<file path="config.mk">
export PLATFORM = sky130hd
export DESIGN_NAME = rainbow_color_gen_flat
export DESIGN_NICKNAME = d
export VERILOG_FILES = /design/src/rtl/rainbow_color_gen_if.sv /design/src/rtl/rainbow_color_gen.sv /design/src/flat_wrapper.sv
export SDC_FILE = /design/constraint.sdc
export NUM_CORES = 1
export LEC_CHECK = 0
export BUFFER_PORTS_ARGS = -buffer_cell sky130_fd_sc_hd__buf_4
export CAP_MARGIN = 40
export CORE_MARGIN = 5
export CORE_UTILIZATION = 50
export DETAILED_ROUTE_END_ITERATION = 8
export PLACE_DENSITY = 0.66
export SETUP_SLACK_MARGIN = 0.3
export SYNTH_ARGS = -nofsm -noshare
export SYNTH_HDL_FRONTEND = slang
export SYNTH_SLANG_ARGS = --single-unit
</file>
<file path="constraint.sdc">
create_clock -name clk -period 6 [get_ports clk]
set_clock_uncertainty 0.05 [all_clocks]
set_input_delay 0.6 -clock clk [delete_from_list [all_inputs] [get_ports clk]]
set_output_delay 0.6 -clock clk [all_outputs]
set_load 0.02 [all_outputs]
</file>
<file path="src/rtl/rainbow_color_gen_if.sv">
// Colour bus between the rainbow generator and the WS2812 serializer.
// The master is the serializer side; the slave is the generator.
interface rainbow_color_gen_if;
   logic       frame_start;
   logic       led_next;
   logic [7:0] brightness;
   logic [7:0] r;
   logic [7:0] g;
   logic [7:0] b;
   logic [4:0] led_index;
   logic       valid;

   modport master (
      output frame_start, led_next, brightness,
      input  r, g, b, led_index, valid
   );

   modport slave (
      input  frame_start, led_next, brightness,
      output r, g, b, led_index, valid
   );
endinterface

</file>
<file path="src/rtl/rainbow_color_gen.sv">
// Saturated HSV hue-wheel colour source, one G/R/B triple per LED,
// with per-LED and per-frame hue offsets and global brightness.
module rainbow_color_gen #(
   parameter int LEDS            = 8,
   parameter int HUE_STEP_LED    = 192,
   parameter int HUE_STEP_FRAME  = 8,
   parameter int FRAMES_PER_STEP = 1
) (
   input logic               clk,
   input logic               rst,
   rainbow_color_gen_if.slave bus
);
   localparam int FW = (FRAMES_PER_STEP > 1) ? $clog2(FRAMES_PER_STEP) : 1;

   function automatic logic [10:0] hue_add(
      input logic [10:0] a,
      input logic [10:0] s
   );
      logic [11:0] t;
      t = {1'b0, a} + {1'b0, s};
      if (t >= 12'd1536) t = t - 12'd1536;
      return t[10:0];
   endfunction

   function automatic logic [7:0] scale(
      input logic [7:0] c,
      input logic [7:0] br
   );
      logic [16:0] p;
      p = 17'(c) * (17'(br) + 17'd1);
      return p[15:8];
   endfunction

   logic [FW-1:0] frame_cnt;
   logic [10:0]   base_hue;
   logic [10:0]   base_nxt;
   logic [10:0]   led_hue;
   logic          step;

   assign step = bus.frame_start &&
                 (frame_cnt == FW'(FRAMES_PER_STEP - 1));
   assign base_nxt = step ?
                     hue_add(base_hue, 11'(HUE_STEP_FRAME)) :
                     base_hue;

   // frame_start outranks led_next; the new LED 0 hue is post-step
   always_ff @(posedge clk) begin
      if (rst) begin
         frame_cnt     <= '0;
         base_hue      <= '0;
         led_hue       <= '0;
         bus.led_index <= '0;
      end else if (bus.frame_start) begin
         frame_cnt     <= step ? '0 : frame_cnt + FW'(1);
         base_hue      <= base_nxt;
         led_hue       <= base_nxt;
         bus.led_index <= '0;
      end else if (bus.led_next) begin
         if (bus.led_index == 5'(LEDS - 1)) begin
            bus.led_index <= '0;
            led_hue       <= base_hue;
         end else begin
            bus.led_index <= bus.led_index + 5'd1;
            led_hue       <= hue_add(led_hue, 11'(HUE_STEP_LED));
         end
      end
   end

   logic [2:0] sec;
   logic [7:0] rise;
   logic [7:0] fall;
   logic [7:0] nr, ng, nb;

   assign sec  = led_hue[10:8];
   assign rise = led_hue[7:0];
   assign fall = 8'd255 - rise;

   always_comb begin
      nr = '0;
      ng = '0;
      nb = '0;
      unique case (sec)
         3'd0: begin nr = 8'd255; ng = rise;   end
         3'd1: begin nr = fall;   ng = 8'd255; end
         3'd2: begin ng = 8'd255; nb = rise;   end
         3'd3: begin ng = fall;   nb = 8'd255; end
         3'd4: begin nr = rise;   nb = 8'd255; end
         3'd5: begin nr = 8'd255; nb = fall;   end
         default: ;
      endcase
   end

   logic [7:0] c_r, c_g, c_b;
   logic [7:0] br_q;
   logic       v1;

   always_ff @(posedge clk) begin
      if (rst) begin
         c_r       <= '0;
         c_g       <= '0;
         c_b       <= '0;
         br_q      <= '0;
         bus.r     <= '0;
         bus.g     <= '0;
         bus.b     <= '0;
         v1        <= 1'b0;
         bus.valid <= 1'b0;
      end else begin
         c_r       <= nr;
         c_g       <= ng;
         c_b       <= nb;
         br_q      <= bus.brightness;
         bus.r     <= scale(c_r, br_q);
         bus.g     <= scale(c_g, br_q);
         bus.b     <= scale(c_b, br_q);
         v1        <= 1'b1;
         bus.valid <= v1;
      end
   end
endmodule

</file>
<file path="src/flat_wrapper.sv">
// flat-port wrapper written by rule: the top's interface ports become plain ports
module rainbow_color_gen_flat 
#(
   parameter int LEDS            = 8,
   parameter int HUE_STEP_LED    = 192,
   parameter int HUE_STEP_FRAME  = 8,
   parameter int FRAMES_PER_STEP = 1
)
  (clk, rst, bus_frame_start, bus_led_next, bus_brightness, bus_r, bus_g, bus_b, bus_led_index, bus_valid);
  rainbow_color_gen_if bus_i ();
  input logic clk;
  input logic rst;
  input wire logic [$bits(bus_i.frame_start)-1:0] bus_frame_start;
  input wire logic [$bits(bus_i.led_next)-1:0] bus_led_next;
  input wire logic [$bits(bus_i.brightness)-1:0] bus_brightness;
  output wire logic [$bits(bus_i.r)-1:0] bus_r;
  output wire logic [$bits(bus_i.g)-1:0] bus_g;
  output wire logic [$bits(bus_i.b)-1:0] bus_b;
  output wire logic [$bits(bus_i.led_index)-1:0] bus_led_index;
  output wire logic [$bits(bus_i.valid)-1:0] bus_valid;
  assign bus_i.frame_start = bus_frame_start;
  assign bus_i.led_next = bus_led_next;
  assign bus_i.brightness = bus_brightness;
  assign bus_r = bus_i.r;
  assign bus_g = bus_i.g;
  assign bus_b = bus_i.b;
  assign bus_led_index = bus_i.led_index;
  assign bus_valid = bus_i.valid;
  rainbow_color_gen #(.LEDS(LEDS), .HUE_STEP_LED(HUE_STEP_LED), .HUE_STEP_FRAME(HUE_STEP_FRAME), .FRAMES_PER_STEP(FRAMES_PER_STEP)) u_core (.clk(clk), .rst(rst), .bus(bus_i));
endmodule
</file>
==> flow_metrics.py, run 1 <==
metrics = {
    "power": {
        "switchingPower_uw": 534,
        "p_sw_share_pct": 34.8,
        "power.internal_mw": 1.00,
        "power.density_nw_per_um2": 156,
        "p_leak_nw": 5.18,
        "seqPwrFrac_pct": 36.5,
        "p_comb_share_pct": 30.1,
        "vdd_ir_drop_max_mv": 0.157,
        "pwr-share-clk_pct": 33.4,
    },
    "logic_synthesis": {
        "syn-num-nets": 1281,
        "yosysTopAreaCell": "fa_1",
        "synth_cell_types": 63,
        "synth_enable_flop_cells": 0,
        "synthTopCellsByArea": "fa_1 25%, dfxtp_1 16%, ha_1 15%, inv_1 7.8%, and2_1 4.8%",
        "yosysWarnings": 0,
        "synth_area_sq_um": 9100,
        "synth_seq_area_share_pct": 16.3,
        "syn-mean-instance-area_sq_um": 8.70,
        "synth-seq-cells": 74,
        "yosys.area.top_type_share_pct": 25.1,
        "synth_common_cells": "190 x inv_1, 114 x fa_1, 109 x ha_1",
        "syn_inst": 1046,
        "yosysMostFrequentCell": "inv_1",
        "async_flop_share_pct": 0,
        "synthFlopType": "dfxtp_1",
    },
    "detailed_routing": {
        "wl_met2_um": 8990,
        "ant_nets": 0,
        "drc": 0,
        "dr_wl_met3_um": 566,
        "dr.pass1.iters": 5,
        "routedWlPerCell_um": 13.9,
        "routed.top_layer": "met4",
        "met1_length_um": 8270,
        "routed_wirelength_um": 18100,
        "drtIter0Drc": 304,
        "viasPerCell": 5.23,
        "via_count": 6803,
    },
    "clocking": {
        "cts_root_buf": "clkbuf_16",
        "path_clk_slew_ns": 0.06,
        "h-tree-depth": 3,
        "max-clock-path-buffers": 2,
        "hold_buffers": 0,
        "cts_tree": "yes",
        "clkLatencyLatePin_ns": 0.34,
        "post_cts_buffers": 0,
        "clock-sinks": 74,
        "numCtsBuffers": 9,
        "cts_resized": 0,
    },
    "layout": {
        "syn2layout_area_growth_pct": 8.43,
        "drive_gt1_share_pct": 7.75,
        "finalNetCount": 1301,
        "insertedDiodeCount": 0,
        "fill_cells": 1724,
        "final_area_sq_um": 9860,
    },
    "timing": {
        "rsz0062_at_grt": "false",
        "tns_ns": 0,
        "relSlewSlack_pct": 50.9,
        "worstMarginPinSlew_ns": 0.736,
        "period_needed_ns": 5.36,
        "holdWs_ns": 0.405,
        "drv_slew": 0,
        "period_share_pct": 89.4,
        "hold_violations": 0,
        "fmax_mhz": 186,
        "setup_violations": 0,
    },
    "floorplan": {
        "die_h_um": 145,
        "rows": 49,
        "fp.dieArea_sq_um": 21000,
        "die_w_um": 145,
        "initial_core_util_pct": 50.6,
        "core_sq_um": 18000,
        "ios": 42,
    },
    "worst_setup_path": {
        "start_kind": "register",
        "worstSetupPathType": "reg2reg",
        "crit_required_ns": 6.19,
        "path_cells": "ha_1, nand3_1, nor2_1, xor2_1, buf_4, nand2_1, fa_1, inv_1, fa_1, fa_1, inv_1, fa_1, inv_1, ha_1, o21a_1, o21ai_0, a21oi_1, a31oi_1, a21oi_1, mux2_2",
        "crit_buf_inv": 4,
        "arrival_ns": 5.55,
        "max_stage_delay_ns": 0.54,
        "endpoint_kind": "register",
        "critPathMostFrequentCell": "fa_1",
        "slowest_stage": "fa_1",
        "cpLargestDelayFamily": "adder cells",
        "cp_max_fo": 18,
    },
    "place": {
        "dpl.hpwl_um": 14400,
        "io_buffers": 41,
        "placed_area_sq_um": 9580,
        "gp_congestion": 0.823,
    },
    "global_route": {
        "grt_pass1_wl_um": 31400,
        "grt.total_usage_pct": 18.5,
        "antenna_found_initial": 0,
        "grt_remaining_overflow": 0,
        "grt_pass1_vias": 6770,
        "grt_max_degree": 52,
    },
    "status": {
        "status": "complete, no violations",
    },
    "worst_hold_path": {
        "hp-class": "reg2reg",
    },
    "run": {
        "max_cap_viol_count": 0,
    },
}
cell families (layout without fill, tap and decap cells):
| logic type | after synthesis | count (layout) | synth area share [%] |
|---|---|---|---|
| buffers and inverters | 231 | 256 | 9.90 |
| xor gates and xnor gates | 48 | 48 | 4.62 |
| muxes | 6 | 6 | 0.701 |
| AOI/OAI and AO/OA | 129 | 129 | 9.78 |
| and+or+nand+nor | 335 | 335 | 18.6 |
| DFF | 74 | 74 | 16.3 |
| adders and majority gates | 223 | 223 | 40.1 |
metal layers:
metal,vias to the layer above,track usage (%)
met4,0,4.76
met2,100,31.7
met1,3329,24.8
met3,21,2.20
met5,-,0
li1,3353,-
flip-flops by register name, indices dropped and copies added (netlist names), 5 cells and up:
register              flops
u_core.base_hue           8
u_core.br_q               8
u_core.bus.b              8
u_core.bus.g              8
u_core.bus.r              8
u_core.led_hue            8
u_core.c_b                6
u_core.c_g                6
u_core.c_r                6
u_core.bus.led_index      5
layout by cell type, fill, tap and decap left out, drive strengths merged, types with 22 or more instances in the layout:
cell and instances:
xnor2 28, and2 71, ha 109, buf 50
o21ai 22, nand2 106, fa 114, a21oi 34
dfxtp 74, inv 192, nor2b 26, nor2 66
power groups by stage:
stage          Combinational, mW  Sequential (mW)  Clock [mW]
5_1_grt                    0.535            0.564       0.552
2_1_floorplan              0.333            0.573           0
3_3_place_gp               0.459            0.571           0
4_1_cts                    0.472            0.559       0.528
6_report                   0.463            0.560       0.513
3_5_place_dp               0.466            0.570           0
worst paths after layout:
path | cells after the start | end | from | slack (ns)
setup / recovery | 20 | u_core.bus.g[6]$_SDFF_PP0_ | u_core.br_q[0]$_SDFF_PP0_ | 0.64
hold / removal | 1 | u_core.bus.valid$_SDFF_PP0_ | u_core.v1$_DFF_P_ | 0.41
setup reg to reg | 20 | u_core.bus.g[6]$_SDFF_PP0_ | u_core.br_q[0]$_SDFF_PP0_ | 0.64
hold reg to reg | 1 | u_core.bus.valid$_SDFF_PP0_ | u_core.v1$_DFF_P_ | 0.41
area by class of cell:
type	count	area (sq um)	area share (%)
Timing Repair Buffer	50	375	3.81
Clock buffer	10	229	2.32
Inverter	190	713	7.23
Tap cell	229	287	2.90
Multi-Input combinational cell	741	6730	68.2
Sequential cell	74	1480	15.0
Clock inverter	6	50.0	0.507
stage by stage:
stage	setup WS (ns)	total power [mW]	instances	utilization, %
after detailed placement	0.662	1.04	1284	53.4
after global placement	0.801	1.03	1284	53.4
after floorplan	0.726	0.906	1046	-
after global routing	0.347	1.65	1300	54.9
final	0.636	1.54	1300	54.9
after CTS	0.648	1.56	1300	54.9
Power figures use the tool's default switching activity.
==> inputs of run 2 (changes only) <==
--- a/config.mk
+++ b/config.mk
@@ -11,6 +11,7 @@
 export CORE_UTILIZATION = 50
 export DETAILED_ROUTE_END_ITERATION = 8
 export PLACE_DENSITY = 0.66
+export RECOVER_POWER = 50
 export SETUP_SLACK_MARGIN = 0.3
 export SYNTH_ARGS = -nofsm -noshare
 export SYNTH_HDL_FRONTEND = slang
==> run 2 against run 1 <==
  * The flow now finishes with violations (max-capacitance violations, max-slew violations)
  * Critical path depth is the same
  * Clock-buffer cell count is the same
  * Wire length shrank 0.28%
  * Combinational power shrank 3%
  * Design area shrank 1.0%
  * Flip-flop and latch count is the same
  * Clock power is essentially flat
  * Non-clock buffer count is the same
  * Largest power group unchanged
  * Worst hold slack is essentially flat
==> flow_metrics.py, run 2 (synthesized netlist as in run 1, its figures left out) <==
metrics = {
    "timing": {
        "fin_ws_ns": 0.644,
        "period_needed_ns": 5.36,
        "relSlewSlack_pct": -63.7,
        "tns_ns": 0,
        "period_share_pct": 89.3,
        "rsz0062_at_grt": "false",
        "setup_violations": 0,
        "worstMarginPinSlew_ns": 2.46,
        "fmax_mhz": 187,
        "hold_violations": 0,
        "drv_slew": 52,
    },
    "worst_setup_path": {
        "ff2ff_setup_slack_ns": 0.64,
        "r2r_cells": 20,
        "crit_required_ns": 6.18,
        "start_kind": "register",
        "arrival_ns": 5.54,
        "worstSetupPathType": "reg2reg",
        "endpoint_kind": "register",
        "cp_max_fo": 18,
    },
    "clocking": {
        "cts_resized": 0,
        "clkLatencyLatePin_ns": 0.34,
        "hold_buffers": 0,
        "path_clk_slew_ns": 0.06,
        "clock-sinks": 74,
        "cts_root_buf": "clkbuf_16",
        "numCtsBuffers": 9,
        "h-tree-depth": 3,
        "max-clock-path-buffers": 2,
        "cts_tree": "yes",
        "post_cts_buffers": 0,
    },
    "detailed_routing": {
        "viasPerCell": 5.23,
        "routed_wirelength_um": 18000,
        "routed.top_layer": "met4",
        "via_count": 6798,
        "dr.pass1.iters": 5,
        "dr_wl_met3_um": 611,
        "wl_met2_um": 8900,
        "ant_nets": 0,
        "drtIter0Drc": 249,
        "routedWlPerCell_um": 13.8,
        "met1_length_um": 8270,
        "drc": 0,
    },
    "global_route": {
        "grt.total_usage_pct": 18.5,
        "grt_pass1_vias": 6770,
        "grt_remaining_overflow": 0,
        "grt_pass1_wl_um": 31400,
        "antenna_found_initial": 0,
        "grt_max_degree": 52,
    },
    "worst_hold_path": {
        "whs_path_depth": 1,
        "hp-class": "reg2reg",
    },
    "layout": {
        "finalNetCount": 1301,
        "final_common_cell": "inv_1",
        "insertedDiodeCount": 0,
        "syn2layout_area_growth_pct": 7.32,
        "drive_gt1_share_pct": 5.14,
        "final_cell_mix": "190 x inv_1, 114 x fa_1, 109 x ha_1, 105 x nand2_1, 74 x dfxtp_1",
    },
    "run": {
        "max_cap_viol_count": 1,
    },
    "power": {
        "pwr-share-clk_pct": 33.6,
        "switchingPower_uw": 533,
        "p_sw_share_pct": 35.0,
        "p_leak_nw": 5.06,
        "power.density_nw_per_um2": 156,
        "seqPwrFrac_pct": 36.8,
        "vdd_ir_drop_max_mv": 0.157,
        "power.internal_uw": 989,
        "p_comb_share_pct": 29.6,
    },
    "floorplan": {
        "fp.dieArea_sq_um": 21000,
        "ios": 42,
        "core_sq_um": 18000,
        "initial_core_util_pct": 50.6,
        "die_h_um": 145,
        "rows": 49,
        "die_w_um": 145,
    },
    "status": {
        "status": "finished, violations left",
        "failed_checks": "max-capacitance violations, max-slew violations",
    },
    "place": {
        "place_ws_ns": 0.662,
        "dpl.hpwl_um": 14400,
        "gp_congestion": 0.823,
        "io_buffers": 41,
    },
}
## run 2: cell count changes in the layout (fill, tap and decap cells not counted)
cell,before,now
buf_4,50,23
or2_2,4,3
or2_0,1,2
clkbuf_1,1,28
## run 2: critical path, stage by stage (launching register included)
cell	delay, ns
dfxtp_1	0.35
ha_1	0.19
nand3_1	0.16
nor2_1	0.16
xor2_1	0.15
buf_4	0.27
nand2_1	0.19
fa_1	0.54
inv_1	0.05
fa_1	0.47
fa_1	0.54
inv_1	0.05
fa_1	0.53
inv_1	0.04
ha_1	0.33
o21a_1	0.12
o21ai_0	0.24
a21oi_1	0.17
a31oi_1	0.28
a21oi_1	0.10
mux2_2	0.27
## run 2: metal layers
layer | vias up | GRT usage (%)
li1 | 3351 | -
met1 | 3320 | 24.8
met2 | 110 | 31.7
met3 | 17 | 2.20
met4 | 0 | 4.76
met5 | - | 0
## run 2: through the flow
step / power (mW) / instances / util, % / area (sq um) / hold WS (ns)
after CTS: 1.56 / 1300 / 54.9 / 9860 / 0.409
after global placement: 1.03 / 1284 / 53.4 / 9580 / 0.401
final: 1.52 / 1300 / 54.3 / 9760 / 0.405
after floorplan: 0.906 / 1046 / - / 9100 / 0.364
after global routing: 1.64 / 1300 / 54.3 / 9760 / 0.420
after detailed placement: 1.04 / 1284 / 53.4 / 9580 / 0.399
## run 2: power by group through the flow
stage	Combinational, mW	Clock [mW]	Sequential [mW]
2_1_floorplan	0.333	0	0.573
3_3_place_gp	0.459	0	0.571
3_5_place_dp	0.466	0	0.570
4_1_cts	0.472	0.528	0.559
5_1_grt	0.522	0.552	0.564
6_report	0.450	0.512	0.559
## run 2: worst paths after layout
kind                                                start                          end
worst min register to register          u_core.v1$_DFF_P_  u_core.bus.valid$_SDFF_PP0_
worst max-delay path            u_core.br_q[0]$_SDFF_PP0_   u_core.bus.g[6]$_SDFF_PP0_
worst max register to register  u_core.br_q[0]$_SDFF_PP0_   u_core.bus.g[6]$_SDFF_PP0_
worst min-delay path                    u_core.v1$_DFF_P_  u_core.bus.valid$_SDFF_PP0_
## run 2: final cells by class
class	count	area (sq um)
repair buffers	50	274
clock buffers	10	229
multi-input cells	741	6730
clock inverters	6	50.0
well taps	229	287
flip-flops and latches	74	1480
inverters	190	713
fillers	1745	8200
